### src/rtl/hdmi_tmds_encoder.sv
// Multi-lane HDMI TMDS encoder: 8b/10b video coding with per-lane running disparity,
// control tokens, TERC4 data-island symbols and guard bands, four-edge fixed latency.
module hdmi_tmds_encoder #(
    parameter int          NUM_CH   = 3,
    parameter logic [29:0] GB_VIDEO = {10'b1011001100, 10'b0100110011, 10'b1011001100}
) (
    input  logic                  pix_clk,
    input  logic                  rstn,
    input  logic [2:0]            mode,
    input  logic [8*NUM_CH-1:0]   din,
    input  logic [2*NUM_CH-1:0]   ctrl,
    input  logic [4*NUM_CH-1:0]   terc4,
    output logic [10*NUM_CH-1:0]  dout
);

    typedef enum logic [2:0] {
        M_CTRL      = 3'd0,
        M_VIDEO     = 3'd1,
        M_VIDEO_GB  = 3'd2,
        M_ISLAND    = 3'd3,
        M_ISLAND_GB = 3'd4
    } mode_t;

    localparam logic [9:0] CTRL_TOKEN_00 = 10'b1101010100;
    localparam logic [9:0] ISLAND_GB_SYM = 10'b0100110011;

    function automatic logic [3:0] ones8(input logic [7:0] v);
        logic [3:0] n;
        n = 4'd0;
        for (int i = 0; i < 8; i++) begin
            n = n + {3'b000, v[i]};
        end
        return n;
    endfunction

    function automatic logic [9:0] ctrl_sym(input logic [1:0] c);
        logic [9:0] s;
        case (c)
            2'b00:   s = 10'b1101010100;
            2'b01:   s = 10'b0010101011;
            2'b10:   s = 10'b0101010100;
            default: s = 10'b1010101011;
        endcase
        return s;
    endfunction

    function automatic logic [9:0] terc4_sym(input logic [3:0] t);
        logic [9:0] s;
        case (t)
            4'd0:    s = 10'b1010011100;
            4'd1:    s = 10'b1001100011;
            4'd2:    s = 10'b1011100100;
            4'd3:    s = 10'b1011100010;
            4'd4:    s = 10'b0101110001;
            4'd5:    s = 10'b0100011110;
            4'd6:    s = 10'b0110001110;
            4'd7:    s = 10'b0100111100;
            4'd8:    s = 10'b1011001100;
            4'd9:    s = 10'b0100111001;
            4'd10:   s = 10'b0110011100;
            4'd11:   s = 10'b1011000110;
            4'd12:   s = 10'b1010001110;
            4'd13:   s = 10'b1001110001;
            4'd14:   s = 10'b0101100011;
            default: s = 10'b1011000011;
        endcase
        return s;
    endfunction

    // Mode travels with the data; reserved codes are folded to CTRL on entry.
    mode_t s1_mode_reg, s2_mode_reg, s3_mode_reg;

    always_ff @(posedge pix_clk or negedge rstn) begin
        if (!rstn) begin
            s1_mode_reg <= M_CTRL;
            s2_mode_reg <= M_CTRL;
            s3_mode_reg <= M_CTRL;
        end else begin
            s1_mode_reg <= (mode > 3'd4) ? M_CTRL : mode_t'(mode);
            s2_mode_reg <= s1_mode_reg;
            s3_mode_reg <= s2_mode_reg;
        end
    end

    genvar gi;
    generate
        for (gi = 0; gi < NUM_CH; gi++) begin : g_lane
            logic [7:0]        s1_din_reg;
            logic [1:0]        s1_ctrl_reg;
            logic [3:0]        s1_terc4_reg;
            logic [3:0]        s1_n1_reg;
            logic [8:0]        s2_qm_reg;
            logic [3:0]        s2_n1_reg;
            logic [3:0]        s2_n0_reg;
            logic [1:0]        s2_ctrl_reg;
            logic [3:0]        s2_terc4_reg;
            logic [8:0]        s3_qm_reg;
            logic [3:0]        s3_n1_reg;
            logic [3:0]        s3_n0_reg;
            logic [9:0]        s3_sym_reg;
            logic [9:0]        dout_reg;
            logic signed [4:0] cnt_reg;

            logic [8:0]        qm_next;
            logic              decision;
            logic [9:0]        sym_next;
            logic [9:0]        enc_next;
            logic signed [4:0] cnt_next;
            logic signed [4:0] diff;
            logic signed [4:0] two_q8;
            logic signed [4:0] two_nq8;
            logic [9:0]        gb_word;

            // Lanes beyond the third reuse guard-band word 0.
            if (gi < 3) begin : g_gb
                assign gb_word = GB_VIDEO[10*gi +: 10];
            end else begin : g_gb_wrap
                assign gb_word = GB_VIDEO[9:0];
            end

            always_ff @(posedge pix_clk or negedge rstn) begin
                if (!rstn) begin
                    s1_din_reg   <= '0;
                    s1_ctrl_reg  <= '0;
                    s1_terc4_reg <= '0;
                    s1_n1_reg    <= '0;
                end else begin
                    s1_din_reg   <= din[8*gi +: 8];
                    s1_ctrl_reg  <= ctrl[2*gi +: 2];
                    s1_terc4_reg <= terc4[4*gi +: 4];
                    s1_n1_reg    <= ones8(din[8*gi +: 8]);
                end
            end

            // Transition-minimising stage: XNOR chain when the byte is ones-heavy.
            always_comb begin
                decision = (s1_n1_reg > 4'd4) || ((s1_n1_reg == 4'd4) && !s1_din_reg[0]);
                qm_next    = '0;
                qm_next[0] = s1_din_reg[0];
                for (int i = 1; i < 8; i++) begin
                    qm_next[i] = decision ? ~(qm_next[i-1] ^ s1_din_reg[i])
                                          :  (qm_next[i-1] ^ s1_din_reg[i]);
                end
                qm_next[8] = ~decision;
            end

            always_ff @(posedge pix_clk or negedge rstn) begin
                if (!rstn) begin
                    s2_qm_reg    <= '0;
                    s2_n1_reg    <= '0;
                    s2_n0_reg    <= '0;
                    s2_ctrl_reg  <= '0;
                    s2_terc4_reg <= '0;
                end else begin
                    s2_qm_reg    <= qm_next;
                    s2_n1_reg    <= ones8(qm_next[7:0]);
                    s2_n0_reg    <= 4'd8 - ones8(qm_next[7:0]);
                    s2_ctrl_reg  <= s1_ctrl_reg;
                    s2_terc4_reg <= s1_terc4_reg;
                end
            end

            // Non-video symbols are resolved one stage early so the last stage only muxes.
            always_comb begin
                sym_next = ctrl_sym(s2_ctrl_reg);
                case (s2_mode_reg)
                    M_VIDEO_GB:  sym_next = gb_word;
                    M_ISLAND:    sym_next = terc4_sym(s2_terc4_reg);
                    M_ISLAND_GB: sym_next = (gi == 0) ? terc4_sym(s2_terc4_reg) : ISLAND_GB_SYM;
                    default:     sym_next = ctrl_sym(s2_ctrl_reg);
                endcase
            end

            always_ff @(posedge pix_clk or negedge rstn) begin
                if (!rstn) begin
                    s3_qm_reg  <= '0;
                    s3_n1_reg  <= '0;
                    s3_n0_reg  <= '0;
                    s3_sym_reg <= CTRL_TOKEN_00;
                end else begin
                    s3_qm_reg  <= s2_qm_reg;
                    s3_n1_reg  <= s2_n1_reg;
                    s3_n0_reg  <= s2_n0_reg;
                    s3_sym_reg <= sym_next;
                end
            end

            // DC-balancing stage; the sign test looks only at cnt[4] once cnt == 0 is excluded.
            always_comb begin
                diff     = $signed({1'b0, s3_n1_reg}) - $signed({1'b0, s3_n0_reg});
                two_q8   = $signed({3'b000, s3_qm_reg[8], 1'b0});
                two_nq8  = $signed({3'b000, ~s3_qm_reg[8], 1'b0});
                enc_next = s3_sym_reg;
                cnt_next = '0;
                if (s3_mode_reg == M_VIDEO) begin
                    if ((cnt_reg == 5'sd0) || (s3_n1_reg == s3_n0_reg)) begin
                        enc_next = {~s3_qm_reg[8], s3_qm_reg[8],
                                    s3_qm_reg[8] ? s3_qm_reg[7:0] : ~s3_qm_reg[7:0]};
                        cnt_next = s3_qm_reg[8] ? (cnt_reg + diff) : (cnt_reg - diff);
                    end else if ((!cnt_reg[4] && (s3_n1_reg > s3_n0_reg)) ||
                                 ( cnt_reg[4] && (s3_n0_reg > s3_n1_reg))) begin
                        enc_next = {1'b1, s3_qm_reg[8], ~s3_qm_reg[7:0]};
                        cnt_next = cnt_reg + two_q8 - diff;
                    end else begin
                        enc_next = {1'b0, s3_qm_reg[8], s3_qm_reg[7:0]};
                        cnt_next = cnt_reg + diff - two_nq8;
                    end
                end
            end

            always_ff @(posedge pix_clk or negedge rstn) begin
                if (!rstn) begin
                    dout_reg <= '0;
                    cnt_reg  <= '0;
                end else begin
                    dout_reg <= enc_next;
                    cnt_reg  <= cnt_next;
                end
            end

            assign dout[10*gi +: 10] = dout_reg;
        end
    endgenerate

endmodule

### config.mk
export PLATFORM = sky130hd
export DESIGN_NAME = hdmi_tmds_encoder
export DESIGN_NICKNAME = d
export VERILOG_FILES = /design/src/rtl/hdmi_tmds_encoder.sv
export SDC_FILE = /design/constraint.sdc
export NUM_CORES = 1
export LEC_CHECK = 0
export BUFFER_PORTS_ARGS = -buffer_cell sky130_fd_sc_hd__clkbuf_2
export CAP_MARGIN = 5
export CORE_MARGIN = 1
export CORE_UTILIZATION = 55
export DETAILED_ROUTE_END_ITERATION = 6
export HOLD_SLACK_MARGIN = 0.05
export PLACE_DENSITY = 0.76
export SETUP_SLACK_MARGIN = 0.05
export SLEW_MARGIN = 20
export SYNTH_ARGS = -nofsm -noshare
export SYNTH_HDL_FRONTEND = slang
export SYNTH_SLANG_ARGS = --single-unit
### constraint.sdc
create_clock -name pix_clk -period 4.5 [get_ports pix_clk]
set_clock_uncertainty 0.2 [all_clocks]
set_input_delay 0.675 -clock pix_clk [delete_from_list [all_inputs] [get_ports pix_clk]]
set_output_delay 0.675 -clock pix_clk [all_outputs]
set_load 0.03 [all_outputs]
Word-level counts from Yosys, hierarchy flattened
Memory sizes are Yosys's and may differ from the RTL's.
Index checks and enable logic that the tools add are counted.
{"block": "classes", "n_mux": 52, "n_addsub": 63, "n_bitwise": 51, "eq_ne": 16, "reduce_logical": 31, "magnitude_cmp": 10}
{"operator": "10-bit case mux with 3 select lines", "count": 5}
{"operator": "4-bit by 1-bit adder with 4-bit output", "count": 24}
{"operator": "10-bit 2-to-1 mux", "count": 9}
{"operator": "5-bit 2-to-1 mux", "count": 12}
{"operator": "5-bit subtractor", "count": 6}
{"operator": "1-bit NOT", "count": 27}
{"operator": "3-bit by 1-bit adder with 4-bit output", "count": 6}
{"operator": "4-bit > comparator", "count": 6}
{"operator": "8-bit 2-to-1 mux", "count": 3}
{"operator": "8-bit NOT", "count": 3}
{"operator": "1-bit 2-to-1 mux", "count": 21}
{"operator": "1-bit bitwise XOR", "count": 21}
{"operator": "10-bit case mux with 2 select lines", "count": 1}
{"operator": "2-bit by 1-bit adder with 3-bit output", "count": 6}
{"operator": "5-bit by 3-bit adder with 5-bit output", "count": 3}
{"operator": "5-bit adder", "count": 3}
{"operator": "5-bit zero test", "count": 3}
{"operator": "4-bit by 4-bit subtractor with 5-bit output", "count": 3}
{"operator": "5-bit by 3-bit subtractor with 5-bit output", "count": 3}
{"operator": "1-bit by 1-bit adder with 2-bit output", "count": 6}
{"operator": "4-bit by 3-bit equality test with 1-bit output, second input constant", "count": 3}
{"operator": "4-bit equality test", "count": 3}
{"operator": "4-bit by 3-bit > comparator with 1-bit output, second input constant", "count": 3}
{"operator": "4-bit subtractor, first input constant", "count": 3}
{"operator": "12 further kinds", "count": 40}
{"block": "word_totals", "output_inout_bits": 30, "romBits": 640, "in_bits": 47, "elab_cells": 275, "mem_count": 4, "reg_bits": 258}
{"memory": "(name not given)", "depth": 16, "width": 10, "read_ports": 1, "rd_clocked_by_memory_dff": 0, "write_ports": 0, "line": "49", "text": "case (t)"}
{"memory": "(name not given)", "depth": 16, "width": 10, "read_ports": 1, "rd_clocked_by_memory_dff": 0, "write_ports": 0, "line": "49"}
{"memory": "(name not given)", "depth": 16, "width": 10, "read_ports": 1, "rd_clocked_by_memory_dff": 0, "write_ports": 0, "line": "49"}
{"memory": "(name not given)", "depth": 16, "width": 10, "read_ports": 1, "rd_clocked_by_memory_dff": 0, "write_ports": 0, "line": "49"}

Longest topological paths before layout
Gate-level depths: netlist of the first run.
{"block": "logic_depth", "word_depth": 24, "depth_mapped": 16, "depth_no_buf": 16}

Worst setup path before layout of the first run
OpenSTA, ideal clock, no wires.
{"block": "synth_path", "kind": "register -> register", "start": "reg g_lane[2].s1_din_reg[0]", "end": "reg g_lane[2].s2_n0_reg[3]", "required_ps": 4221, "t_arrival_ps": 4056, "setup_slack_ps": 165, "setup_ps": 79, "path_buffers": 0, "synth_period_minus_slack_ps": 4335, "path_stages_with_launch": 17, "path_cell_list": "dfrtp_1 -> inv_1 -> or3_4 -> a21oi_4 -> xnor2_1 -> xnor2_1 -> inv_1 -> fa_1 -> inv_1 -> fa_1 -> fa_1 -> ha_1 -> inv_1 -> fa_1 -> inv_1 -> nor3_1 -> xor2_1"}
{"block": "synth_via", "elab_chain_len": 24, "word_cells_on_any_way": 32, "classes_between": "add/sub: 8; mux: 7; bitwise: 14; reduce/logical: 3"}
{"item": "from (decl)", "line": "88", "text": "logic [7:0] s1_din_reg;"}
{"item": "from (signal assigned)", "line": "128", "text": "s1_din_reg <= din[8*gi +: 8];"}
{"item": "1-bit zero test", "line": "137", "text": "decision = (s1_n1_reg > 4'd4) || ((s1_n1_reg == 4'd4) && !s1_din_reg[0]);"}
{"item": "1-bit logical AND", "line": "137"}
{"item": "1-bit logical OR", "line": "137"}
{"item": "1-bit 2-to-1 mux", "line": "141", "text": "qm_next[i] = decision ? ~(qm_next[i-1] ^ s1_din_reg[i])"}
{"item": "1-bit bitwise XOR", "line": "141, 142"}
{"item": "1-bit NOT", "line": "141"}
{"item": "1-bit 2-to-1 mux", "line": "141"}
{"item": "1-bit bitwise XOR", "line": "141, 142"}
{"item": "1-bit NOT", "line": "141"}
{"item": "1-bit 2-to-1 mux (*)", "line": "141"}
{"item": "named net g_lane[2].qm_next[3]", "line": "104", "text": "logic [8:0] qm_next;"}
{"item": "parallel branches: the longest is 12 deep, another holds 3-bit by 1-bit adder with 4-bit output"}
{"item": "4-bit by 1-bit adder with 4-bit output (*)", "line": "31", "text": "n = n + {3'b000, v[i]};"}
{"item": "4-bit subtractor (*)", "line": "157", "text": "s2_n0_reg <= 4'd8 - ones8(qm_next[7:0]);"}
{"item": "to (signal assigned)", "line": "157"}
{"item": "to (decl)", "line": "94", "text": "logic [3:0] s2_n0_reg;"}
Mark *: on every way through the listed nets, which the timed path passes.

Final worst setup path of the first run
Ends and elaborated chain as after synthesis.

==> results of run 1 <==
-- through the flow --
step / setup TNS, ps / utilization, % / area (um2)
2_1_floorplan: 0 / - / 12300
3_3_place_gp: 0 / 59.3 / 13000
3_5_place_dp: -54.7 / 59.3 / 13000
4_1_cts: 0 / 64.2 / 14100
5_1_grt: 0 / 64.8 / 14200
6_report: 0 / 64.8 / 14200
-- final timing paths --
kind	start	to	slack (ps)	depth (start not counted)
min in group pix_clk	din[20]	g_lane[2].s1_din_reg[4]	70	1
max in group asynchronous	rstn	g_lane[2].s2_ctrl_reg[0]	3010	2
worst min register to register	g_lane[0].s1_terc4_reg[1]	g_lane[0].s2_terc4_reg[1]	150	0
worst min-delay path	rstn	g_lane[0].s1_din_reg[3]	20	1
worst max register to register	g_lane[2].s1_din_reg[0]	g_lane[2].s2_n0_reg[3]	230	16
worst max-delay path	g_lane[2].s1_din_reg[0]	g_lane[2].s2_n0_reg[3]	230	16
-- Yosys cell counts, types with 4 or more instances --
cell                       number
sky130_fd_sc_hd__nor3_1        22
sky130_fd_sc_hd__fa_1          35
sky130_fd_sc_hd__dfrtp_1      231
sky130_fd_sc_hd__nand2b_1      16
sky130_fd_sc_hd__nor2b_1       15
sky130_fd_sc_hd__a21oi_1       63
sky130_fd_sc_hd__xnor2_2        8
sky130_fd_sc_hd__xnor2_1       47
sky130_fd_sc_hd__xor2_2         4
sky130_fd_sc_hd__o211ai_1       7
sky130_fd_sc_hd__a21o_1         6
sky130_fd_sc_hd__o21ai_0       68
sky130_fd_sc_hd__xor2_1        48
sky130_fd_sc_hd__inv_1        125
sky130_fd_sc_hd__a211oi_1      19
sky130_fd_sc_hd__clkbuf_1      30
sky130_fd_sc_hd__o22ai_1        4
sky130_fd_sc_hd__o31ai_1        9
sky130_fd_sc_hd__nand2_1       77
sky130_fd_sc_hd__o21bai_1       4
sky130_fd_sc_hd__nor3b_1        7
sky130_fd_sc_hd__mux2i_1       14
sky130_fd_sc_hd__nor2_1        66
sky130_fd_sc_hd__nor4_1         4
sky130_fd_sc_hd__ha_1         100
sky130_fd_sc_hd__a31oi_1        4
sky130_fd_sc_hd__nand3b_1       6
sky130_fd_sc_hd__dfstp_2       15
-- power breakdown --
part / internal (uW) / switching (uW)
Sequential: 2850 / 267
Combinational: 3050 / 3950
Clock: 1190 / 852
-- critical path, cell delays in order (launching register included) --
cell                      delay [ps]
sky130_fd_sc_hd__dfrtp_1         360
sky130_fd_sc_hd__inv_2            50
sky130_fd_sc_hd__or3_4           390
sky130_fd_sc_hd__a21oi_4         160
sky130_fd_sc_hd__xnor2_2         150
sky130_fd_sc_hd__xnor2_1         160
sky130_fd_sc_hd__inv_1            70
sky130_fd_sc_hd__fa_1            470
sky130_fd_sc_hd__inv_1            50
sky130_fd_sc_hd__fa_1            440
sky130_fd_sc_hd__fa_1            500
sky130_fd_sc_hd__ha_2            170
sky130_fd_sc_hd__inv_1            60
sky130_fd_sc_hd__fa_1            540
sky130_fd_sc_hd__inv_1            70
sky130_fd_sc_hd__nor3_2          190
sky130_fd_sc_hd__xor2_1          160
-- per-layer routing --
layer / share of wire, % / wire length [um]
met4: 2.1 / 479
met2: 50 / 11200
met5: 0 / 0
met1: 43 / 9730
met3: 4.2 / 932
-- kinds of logic after synthesis --
| logic type | Yosys count | share of synthesized area (%) |
|---|---|---|
| muxes | 14 | 1.14 |
| AOI/OAI and AO/OA | 212 | 10.7 |
| adders and majority gates | 135 | 15.9 |
| buffers and inverters | 158 | 4.84 |
| DFF | 246 | 50.2 |
| xor gates and xnor gates | 107 | 8.35 |
| and+or+nand+nor | 232 | 8.87 |
-- final cells by class --
class	instances	area, um2	area share (%)
Clock inverter	7	60.1	0.424
Clock buffer	41	777	5.48
Sequential cell	246	6180	43.6
Tap cell	280	350	2.47
Timing Repair Buffer	118	756	5.33
Inverter	125	469	3.31
Multi-Input combinational cell	700	5590	39.4
-- repair_timing --
item,in CTS,in global routing
endpoints found under the setup margin,2,6
hold endpoints to repair,20,0
buffers inserted,1,11
pin swaps,0,19
gates resized for setup,2,10
hold buffers,20,0
==> summary.md, run 1 <==
| Metric | Value |
|---|---|
| Global placer's final weighted congestion | `0.896` |
| Final cell count without fillers | `1,517` |
| Clock latency on the worst-skew pair | `530 ps` |
| Critical path required time | `4760 ps` |
| WL/cell | `14.8 um` |
| Max Clk Rate | `approximately 230 MHz` |
| Core footprint | `21,900 um2` |
| Total power of the final layout | `12,200 uW` |
| Place WS | `-54.7 ps` |
| Final worst hold slack | `21.8 ps` |
| Clock-pin slew reported for the worst setup and hold paths after clock tree synthesis | `60 ps` |
| Met3 GRT Util | `3.38%` |
| Initial antenna violation count | `0` |
| Share of synthesized area occupied by flip-flops and latches | `about half` |
| Count of mapped cells out of synthesis | `approximately 1,100` |
| Number of clock sinks | `246` |
| EDFF count, synth | `0` |
| Ratio of cells with drive above 1 in the final layout | `between 15 and 20%` |
| Synthesis-stage register bit count | `246` |
| Total setup violations reported at the end of the flow | `0` |
| Post-Syn Nets | `1,286` |
| Commonest cells after routing, fill and taps aside | `sky130_fd_sc_hd__dfrtp_1 (228), sky130_fd_sc_hd__inv_1 (124), sky130_fd_sc_hd__ha_1 (98), sky130_fd_sc_hd__nand2_1 (77), sky130_fd_sc_hd__clkbuf_2 (75)` |
| Wire length after detailed routing | `22,400 um` |
| Transition at the pin with the smallest max-transition slack | `876 ps` |
| Startpoint type of the worst setup path | `flip-flop` |
| Overflow after GRT | `0` |
| Detail Route Antenna Nets | `0` |
| Die Outline Area | `around 23,000 um2` |
| Number of clock buffers inserted by TritonCTS | `26` |
| Biggest fanout along the worst timing path | `3` |
| Synth top area cells | `sky130_fd_sc_hd__dfrtp_1 (47%), sky130_fd_sc_hd__ha_1 (10%), sky130_fd_sc_hd__fa_1 (5.7%), sky130_fd_sc_hd__inv_1 (3.8%), sky130_fd_sc_hd__xor2_1 (3.4%)` |
| Class of the tightest hold or removal check | `in -> async` |
| Area overhead of the layout relative to synthesis | `15.2%` |
| H-Tree Level Count | `1` |
| Avg Inst Size Synth | `11.1 um2` |
| Portion of synthesized cell area occupied by the leading cell type | `approximately 47%` |
| Peak-usage layer in the global routing report | `met2` |
| Filler instances | `1,643` |
| Critical Path AT | `4530 ps` |
| CTS max path bufs | `3` |
| Die extent in x | `about 150 um` |
| Global-route track usage on met1 | `27.1%` |
| Unique cell type count in the Yosys netlist | `53` |
| Port buffer count | `76` |
| DRC errors left | `0` |
| Unrepaired setup endpoints after global routing | `false` |
| Yosys warnings | `0` |
| 1st-iter DRT viols | `469` |
| Met2 layer usage reported by global route | `36.0%` |
| Number of top-level design ports | `77` |
| Detailed-placement wirelength estimate | `16,100 um` |
| Endpoints failing hold | `0` |
| Global-route usage over all layers | `20.8%` |
| Worst setup EP type | `flip-flop` |
| TritonRoute pass-1 iters | `5` |
| Row cnt | `54` |
| Clock Tree Root | `sky130_fd_sc_hd__clkbuf_16` |
| Top flip-flop cell by instance count after synthesis | `sky130_fd_sc_hd__dfrtp_1` |
| Starting density of the core | `56.2%` |
| Worst max-slew margin expressed relative to the limit | `41.6%` |
| Pleak | `0.00684 uW` |
| Most frequent standard cell in the layout excluding fill and tap cells | `sky130_fd_sc_hd__dfrtp_1` |
| Vias in the first global route | `7,978` |
| Cell type with the highest aggregate area in the netlist | `sky130_fd_sc_hd__dfrtp_1` |
| Ys async rst share | `100%` |
| Pins Over Slew Limit | `0` |
| Period utilisation layout | `95.0%` |
| Die Height | `152 um` |
| Type of the worst setup path | `reg -> reg` |
| N_diodes | `0` |
| First-pass GRT wire length | `37,500 um` |
| Time the worst path needs with I/O delays and setup | `4270 ps` |
| Via-to-Cell Ratio | `about 5.2` |
| Peak supply drop | `443 uV` |
| Worst path setup slack after routing | `225 ps` |
| Result of the run | `finished, final reports clean` |
| Number of max-capacitance violations reported | `0` |
| Number of cells after detailed placement | `approximately 1,400` |
| Total number of vias | `7,957` |
| Clock tree from TritonCTS | `yes` |
| Largest net degree at the start of global routing | `~120` |
| Post-synthesis instance area | `about 12,000 um2` |
| Layout net count | `1,399` |
| Pwr/cell area | `858 nW/um2` |
Power figures use the tool's default switching activity.
==> inputs of run 2 (changes only) <==
ABC_AREA = 1   (was default)
==> run 2 against run 1 <==
  * The flow now finishes with violations (DRC)
  * Worst hold slack gained 50 ps
  * Clock power grew 17%
  * Via count grew 9.2%
  * Register-to-register slack gained 20 ps
  * First-iteration DRC count shrank 2.1%
  * Highest routed layer unchanged
  * Largest power group unchanged
  * Die area grew 1.3%
  * Clock-buffer cell count shrank 11
  * Fmax grew 0.39%
  * Final cell count grew 15%
==> summary.md, run 2 <==
| Metric | Value |
|---|---|
| Result of the run | `finished, violations left` |
| Violated checks | `DRC` |
| Combinational Power Share | `55.7% (-1.9 points)` |
| Transition at the pin with the smallest max-transition slack | `838 ps (-37.9 ps)` |
| Pwr/cell area | `852 nW/um2 (-0.65%)` |
| Pins Over Slew Limit | `0 (unchanged)` |
| Post-CTS Setup Inserts | `0 (-1)` |
| Global-route usage over all layers | `21.0% (+0.20 points)` |
| Share of synthesized area occupied by flip-flops and latches | `49.6% (-0.64 points)` |
| Avg Inst Size Synth | `9.46 um2 (-15%)` |
| Setup TNS | `0 ps (unchanged)` |
| Largest family of logic cells by synthesized area | `simple AND/OR/NAND/NOR gates` |
| Internal portion of total power | `6990 uW (-1.4%)` |
| Clock latency on the worst-skew pair | `550 ps (+20 ps)` |
| Die Outline Area | `23,300 um2 (+1.3%)` |
| Number of buffer and inverter stages on the critical path | `4 (-1)` |
| Detail Route Antenna Nets | `0 (unchanged)` |
| Endpoints failing hold | `0 (unchanged)` |
| Core footprint | `22,000 um2 (+0.62%)` |
| Longest individual stage delay on the worst path | `550 ps (about the same)` |
| Area occupied by registers | `6180 um2 (about the same)` |
| Row cnt | `54 (unchanged)` |
| Total number of vias | `8,692 (+9.2%)` |
| Overflow after GRT | `0 (unchanged)` |
| N_diodes | `0 (unchanged)` |
| Worst setup EP type | `flip-flop` |
| Worst max-slew margin expressed relative to the limit | `44.1% (+2.4 points)` |
| Complex-gate fraction of the synthesized area | `5.62% (-5.1 points)` |
| Ys async rst share | `100% (unchanged)` |
| Final cell count without fillers | `1,737 (+15%)` |
| Wire length after detailed routing | `23,200 um (+3.4%)` |
| Post-Syn Nets | `1,499 (+17%)` |
| Multiplexer area fraction after synthesis | `0% (-1.1 points)` |
| Commonest cells after routing, fill and taps aside | `sky130_fd_sc_hd__nand2_1 (320), sky130_fd_sc_hd__dfrtp_1 (230), sky130_fd_sc_hd__inv_1 (228), sky130_fd_sc_hd__nand3_1 (101), sky130_fd_sc_hd__ha_1 (100)` |
| Clock Tree Root | `sky130_fd_sc_hd__clkbuf_16` |
| Sequential group share of total power | `25.0% (-0.6 points)` |
| Simple-Gate Fraction of Synth Area | `17.5% (+8.6 points)` |
| Clock-pin slew reported for the worst setup and hold paths after clock tree synthesis | `60 ps (about the same)` |
| Switching portion of total power | `43.5% (+1.8 points)` |
| Period utilisation layout | `94.6% (-0.37 points)` |
| Number of cells after detailed placement | `1,659 (+15%)` |
| Count of mapped cells out of synthesis | `1,317 (+19%)` |
| WL/cell | `13.3 um (-9.7%)` |
| Cell-by-cell listing of the critical path | `xnor2_4, or2_4, nand2_2, xor2_1, inv_1, fa_1, fa_1, inv_1, fa_1, inv_1, ha_1, fa_1, inv_1, ha_1, xnor2_1` |
| Max Clk Rate | `235 MHz (+0.39%)` |
| DRC errors left | `1 (+1)` |
| Critical Path AT | `4460 ps (-70 ps)` |
| Global placer's final weighted congestion | `0.892 (-0.46%)` |
| Area overhead of the layout relative to synthesis | `16.5%` |
| EDFF count, synth | `0 (unchanged)` |
| Final worst hold slack | `71.3 ps (+49.5 ps)` |
| Total power of the final layout | `12,400 uW (+1.8%)` |
| Combined area of the multi-input logic cells | `5380 um2 (-3.8%)` |
| Die extent in x | `153 um (+0.64%)` |
| Number of clock sinks | `246 (unchanged)` |
| Post-synthesis instance area | `12,500 um2 (+1.3%)` |
| Most frequent standard cell in the layout excluding fill and tap cells | `sky130_fd_sc_hd__nand2_1` |
| Crit-path leading delay family | `adder cells` |
| Port buffer count | `76 (unchanged)` |
| Cell with the most instances after synthesis | `sky130_fd_sc_hd__nand2_1` |
| Portion of synthesized cell area occupied by the leading cell type | `46.4% (-0.60 points)` |
| 1st-iter DRT viols | `459 (-2.1%)` |
| Sw power | `5380 uW (+6.2%)` |
| Type of the worst setup path | `reg -> reg` |
| H-Tree Level Count | `1 (unchanged)` |
| Number of clock buffers inserted by TritonCTS | `26 (unchanged)` |
| Time the worst path needs with I/O delays and setup | `4260 ps (-16.5 ps)` |
| Yosys warnings | `0 (unchanged)` |
| Die Height | `153 um (+0.64%)` |
| Startpoint type of the worst setup path | `flip-flop` |
| Number of top-level design ports | `77 (unchanged)` |
| Leading post-synthesis cells by instance count | `sky130_fd_sc_hd__nand2_1 (321), sky130_fd_sc_hd__dfrtp_1 (231), sky130_fd_sc_hd__inv_1 (228), sky130_fd_sc_hd__nand3_1 (101), sky130_fd_sc_hd__ha_1 (100)` |
| Pleak | `0.00780 uW (+14%)` |
| Cell at the slowest stage of the critical path | `sky130_fd_sc_hd__fa_1` |
| Class of the tightest hold or removal check | `in -> reg` |
| Top flip-flop cell by instance count after synthesis | `sky130_fd_sc_hd__dfrtp_1` |
| Biggest fanout along the worst timing path | `4 (+1)` |
| Number of max-capacitance violations reported | `0 (unchanged)` |
| CTS max path bufs | `3 (unchanged)` |
| Unrepaired setup endpoints after global routing | `false` |
| Starting density of the core | `56.6% (+0.38 points)` |
| Clock network power share | `19.3% (+2.5 points)` |
| Initial antenna violation count | `0 (unchanged)` |
| Synth top area cells | `sky130_fd_sc_hd__dfrtp_1 (46%), sky130_fd_sc_hd__ha_1 (10%), sky130_fd_sc_hd__nand2_1 (9.7%), sky130_fd_sc_hd__inv_1 (6.9%), sky130_fd_sc_hd__fa_1 (5.6%)` |
| Via-to-Cell Ratio | `5.00 (-4.6%)` |
| Clock tree from TritonCTS | `yes` |
| Cell type with the highest aggregate area in the netlist | `sky130_fd_sc_hd__dfrtp_1` |
| Peak supply drop | `436 uV (-1.6%)` |
| Total setup violations reported at the end of the flow | `0 (unchanged)` |
| First-pass GRT wire length | `40,100 um (+6.8%)` |
| Vias in the first global route | `8,737 (+9.5%)` |
| Largest net degree at the start of global routing | `113 (-6.6%)` |
| Unique cell type count in the Yosys netlist | `42 (-21%)` |
| Synth Area in Adders | `15.7% (-0.20 points)` |
| TritonRoute pass-1 iters | `7 (+2)` |
| Critical path required time | `4700 ps (-60 ps)` |
| Layout net count | `1,620 (+16%)` |
| Post-synthesis share of cell area spent on xor and xnor gates | `3.96% (-4.4 points)` |
| Filler instances | `1,693 (+3.0%)` |
| Ratio of cells with drive above 1 in the final layout | `12.6% (-3.0 points)` |
| Synthesis-stage register bit count | `246 (unchanged)` |
| Detailed-placement wirelength estimate | `16,900 um (+5.1%)` |
## run 2: cell families after synthesis
group                    count (synthesis)
flip-flops                             246
adder cells (fa/ha/maj)                135
AND/OR/NAND/NOR                        514
XOR/XNOR                                52
buffers and inverters                  254
AO/OA/AOI/OAI                          116
## run 2: worst register-to-register path, delay by kind of cell, from the launching register on
family / cells / cell delay [ps]
and+or+nand+nor: 2 / 340
adders and majority gates: 6 / 2440
xor gates and xnor gates: 3 / 460
buffers and inverters: 4 / 240
DFF: 1 / 470
## run 2: metal layers
layer,global-route usage (%),share of wire [%],up-vias
li1,-,-,4320
met1,26.5,43,4142
met2,37.4,51,186
met3,2.79,3.5,44
met4,6.97,2.9,0
met5,0,0,-
## run 2: path summary, 6_finish.rpt
kind | cells after the start | slack, ps | start | to
max | 15 | 240 | g_lane[0].s1_din_reg[0] | g_lane[0].s2_n0_reg[2]
min | 1 | 70 | din[5] | g_lane[0].s1_din_reg[5]
max reg2reg | 15 | 240 | g_lane[0].s1_din_reg[0] | g_lane[0].s2_n0_reg[2]
min reg2reg | 0 | 140 | g_lane[1].s2_n1_reg[2] | g_lane[1].s3_n1_reg[2]
max in group asynchronous | 3 | 2440 | rstn | g_lane[2].s2_terc4_reg[1]
min in group asynchronous | 2 | 610 | rstn | g_lane[0].cnt_reg[3]
## run 2: final cells by class
type / count / share of cell area [%]
sequential: 246 / 42.5
multi-input combinational: 817 / 37.0
inverter: 237 / 6.13
timing repair buffer: 110 / 5.07
clock buffer: 30 / 4.72
tap: 280 / 2.41
clock inverter: 17 / 2.12
## run 2: repair_timing
| item | in CTS | in global routing |
|---|---|---|
| gates resized for setup | 0 | 8 |
| endpoints found under the hold margin | 62 | 0 |
| hold buffers | 31 | 0 |
| endpoints found under the setup margin | 0 | 4 |
## run 2: power groups by stage
stage | Combinational, uW | Sequential (uW) | Clock, uW
after floorplan | 5180 | 3190 | 0
after CTS | 6800 | 3100 | 2440
after detailed placement | 6710 | 3130 | 0
final | 6890 | 3100 | 2390
after global placement | 6390 | 3110 | 0
after global routing | 7950 | 3160 | 2540
## run 2: per-stage QoR
stage               setup slack (ps)  utilization, %  area, um2
floorplan                        461               -      12500
global placement                 307            59.8      13200
detailed placement               180            59.8      13200
CTS                              130            65.7      14500
global route                    53.7            65.9      14500
finish                           242            65.9      14500
==> inputs of run 3 (changes only) <==
CORE_ASPECT_RATIO = 1.1   (was default)
==> run 3 against run 2 <==
  * The flow now finishes without violations
  * Worst hold slack lost 1.2 ps
  * Final cell count fell by 0.35%
  * Via count fell by 2.8%
  * Core utilization shrank 2.0 points
  * First-iteration DRC count decreased by 0.87%
  * Combinational power decreased by 1%
  * Fmax is 1.1% lower
  * Power fell by 3.4%
  * Register-to-register slack got worse by 50 ps
  * Critical path depth unchanged
  * Global-route usage decreased by 0.59 points
  * Final area shrank 2.4%
  * Critical path type unchanged
  * Largest cell class unchanged
  * Largest power group unchanged
==> summary.md, run 3 (synthesized netlist as in run 2, its figures left out) <==
| Metric | Value |
|---|---|
| Clock tree from TritonCTS | `yes` |
| Die Outline Area | `23,300 um2 (about the same)` |
| Core footprint | `22,200 um2 (+0.70%)` |
| Logic depth of the worst register-to-register path | `15 (unchanged)` |
| Peak supply drop | `455 uV (+4.4%)` |
| Worst max-slew margin expressed relative to the limit | `45.4% (+1.3 points)` |
| Clock-pin slew reported for the worst setup and hold paths after clock tree synthesis | `60 ps (about the same)` |
| Overflow after GRT | `0 (unchanged)` |
| Total setup violations reported at the end of the flow | `0 (unchanged)` |
| 1st-iter DRT viols | `455 (-0.87%)` |
| Area overhead of the layout relative to synthesis | `13.7%` |
| H-Tree Level Count | `1 (unchanged)` |
| Vias in the first global route | `8,435 (-3.5%)` |
| Via-to-Cell Ratio | `4.88 (-2.5%)` |
| Transition at the pin with the smallest max-transition slack | `819 ps (-18.5 ps)` |
| Type of the worst setup path | `reg -> reg` |
| Worst hold stages | `1 (unchanged)` |
| CTS max path bufs | `3 (unchanged)` |
| Global placer's final weighted congestion | `0.869 (-2.6%)` |
| CP dominant cell by count | `sky130_fd_sc_hd__inv_1` |
| Number of max-capacitance violations reported | `0 (unchanged)` |
| Final std cell area, no fill | `14,200 um2 (-2.4%)` |
| Detail Route Antenna Nets | `0 (unchanged)` |
| Pins Over Slew Limit | `0 (unchanged)` |
| Post-Route Utilization | `63.9% (-2.0 points)` |
| Biggest fanout along the worst timing path | `5 (+1)` |
| Endpoints failing hold | `0 (unchanged)` |
| Worst path setup slack after routing | `195 ps (-46.2 ps)` |
| Row cnt | `57 (+5.6%)` |
| Clock latency on the worst-skew pair | `520 ps (-30 ps)` |
| Number of top-level design ports | `77 (unchanged)` |
| Starting density of the core | `56.2% (-0.39 points)` |
| Place WS | `199 ps (+19.4 ps)` |
| Max Clk Rate | `232 MHz (-1.1%)` |
| Final worst hold slack | `70.1 ps (-1.19 ps)` |
| Worst setup EP type | `flip-flop` |
| N_diodes | `0 (unchanged)` |
| Largest net degree at the start of global routing | `110 (-2.7%)` |
| Area of placed instances | `13,200 um2 (+0.16%)` |
| Layout net count | `1,600 (-1.2%)` |
| First-pass GRT wire length | `38,800 um (-3.3%)` |
| Setup TNS | `0 ps (unchanged)` |
| Pleak | `0.00765 uW (-1.9%)` |
| WL/cell | `13.0 um (-2.8%)` |
| Unrepaired setup endpoints after global routing | `true` |
| Startpoint type of the worst setup path | `flip-flop` |
| Filler instances | `1,765 (+4.3%)` |
| Post-CTS Setup Inserts | `0 (unchanged)` |
| Number of clock sinks | `246 (unchanged)` |
| Pwr/cell area | `843 nW/um2 (-1.0%)` |
| TritonRoute pass-1 iters | `5 (-2)` |
| Commonest cells after routing, fill and taps aside | `sky130_fd_sc_hd__nand2_1 (320), sky130_fd_sc_hd__dfrtp_1 (230), sky130_fd_sc_hd__inv_1 (228), sky130_fd_sc_hd__nand3_1 (101), sky130_fd_sc_hd__ha_1 (100)` |
| Critical Path AT | `4540 ps (+80 ps)` |
| Die extent in x | `146 um (-4.6%)` |
| Detailed-placement wirelength estimate | `16,600 um (-1.8%)` |
| Initial antenna violation count | `0 (unchanged)` |
| Ratio of cells with drive above 1 in the final layout | `12.4% (-0.16 points)` |
| Result of the run | `finished, final reports clean` |
| Longest individual stage delay on the worst path | `510 ps (-40 ps)` |
| Port buffer count | `76 (unchanged)` |
| Critical path required time | `4740 ps (+40 ps)` |
| DRC errors left | `0 (-1)` |
| Wire length after detailed routing | `22,400 um (-3.1%)` |
| Total number of vias | `8,449 (-2.8%)` |
| Clock Tree Root | `sky130_fd_sc_hd__clkbuf_16` |
| Global-route usage over all layers | `20.4% (-0.59 points)` |
| Time the worst path needs with I/O delays and setup | `4300 ps (+46.2 ps)` |
| Class of the tightest hold or removal check | `in -> reg` |
| Cell at the slowest stage of the critical path | `sky130_fd_sc_hd__fa_1` |
| Cell-by-cell listing of the critical path | `inv_1, o31ai_1, nand2_2, xnor2_1, inv_1, fa_1, inv_1, fa_1, fa_1, ha_1, inv_1, fa_1, inv_1, nor3_1, xor2_1` |
| Period utilisation layout | `95.7% (+1.0 points)` |
| Number of clock buffers inserted by TritonCTS | `24 (-7.7%)` |
| Die Height | `160 um (+4.8%)` |
| Most frequent standard cell in the layout excluding fill and tap cells | `sky130_fd_sc_hd__nand2_1` |
==> run 3: changes by cell type in the layout (fill, tap and decap cells not counted), sizes merged <==
cell	change
dlygate4sd3	-20
buf	+2
clkbuf	+2
inv	-1
bufinv	-4
==> run 3: per-stage QoR <==
stage	total power, uW	std cells
after global routing	13200	1731
after floorplan	8360	1317
after global placement	9540	1676
final	11900	1731
after CTS	12000	1730
after detailed placement	9850	1676
==> run 3: critical path: cells and delay by family, from the launching register on <==
family | cells | cell delay [ps]
flip-flops | 1 | 410
XOR/XNOR | 2 | 440
AND/OR/NAND/NOR | 2 | 420
adder cells (fa/ha/maj) | 5 | 2110
buffers and inverters | 5 | 360
AO/OA/AOI/OAI | 1 | 290
==> run 3: cell type report <==
class	count	area, um2	area share (%)
Tap cell	295	369	2.60
Clock buffer	32	681	4.80
Sequential cell	246	6180	43.6
Clock inverter	12	159	1.12
Inverter	237	890	6.28
Timing Repair Buffer	92	538	3.80
Multi-Input combinational cell	817	5360	37.8
==> run 3: timing repair <==
action / CTS / global route
resized for setup: 0 / 5
hold buffers: 10 / 1
setup endpoints to repair: 0 / 2
hold endpoints to repair: 25 / 1
==> run 3: per-layer routing <==
layer,GRT usage [%],up-vias,routed length [um]
li1,-,4280,-
met1,25.5,3988,9640
met2,37.2,147,11600
met3,2.77,34,771
met4,5.31,0,422
met5,0,-,0
==> run 3: final timing paths <==
kind                                     startpoint                        to  slack (ps)
max reg2reg                 g_lane[2].s1_din_reg[0]    g_lane[2].s2_n0_reg[3]         200
min                                         din[20]   g_lane[2].s1_din_reg[4]          70
max in group asynchronous                      rstn  g_lane[0].s2_ctrl_reg[0]        2360
min reg2reg                g_lane[0].s1_ctrl_reg[1]  g_lane[0].s2_ctrl_reg[1]         130
min in group asynchronous                      rstn      g_lane[0].cnt_reg[0]         570
max                         g_lane[2].s1_din_reg[0]    g_lane[2].s2_n0_reg[3]         200
==> run 3: power breakdown <==
part / internal, uW / switching, uW
clock network: 1240 / 823
logic: 2610 / 4180
registers: 2830 / 257
total: 6690 / 5260
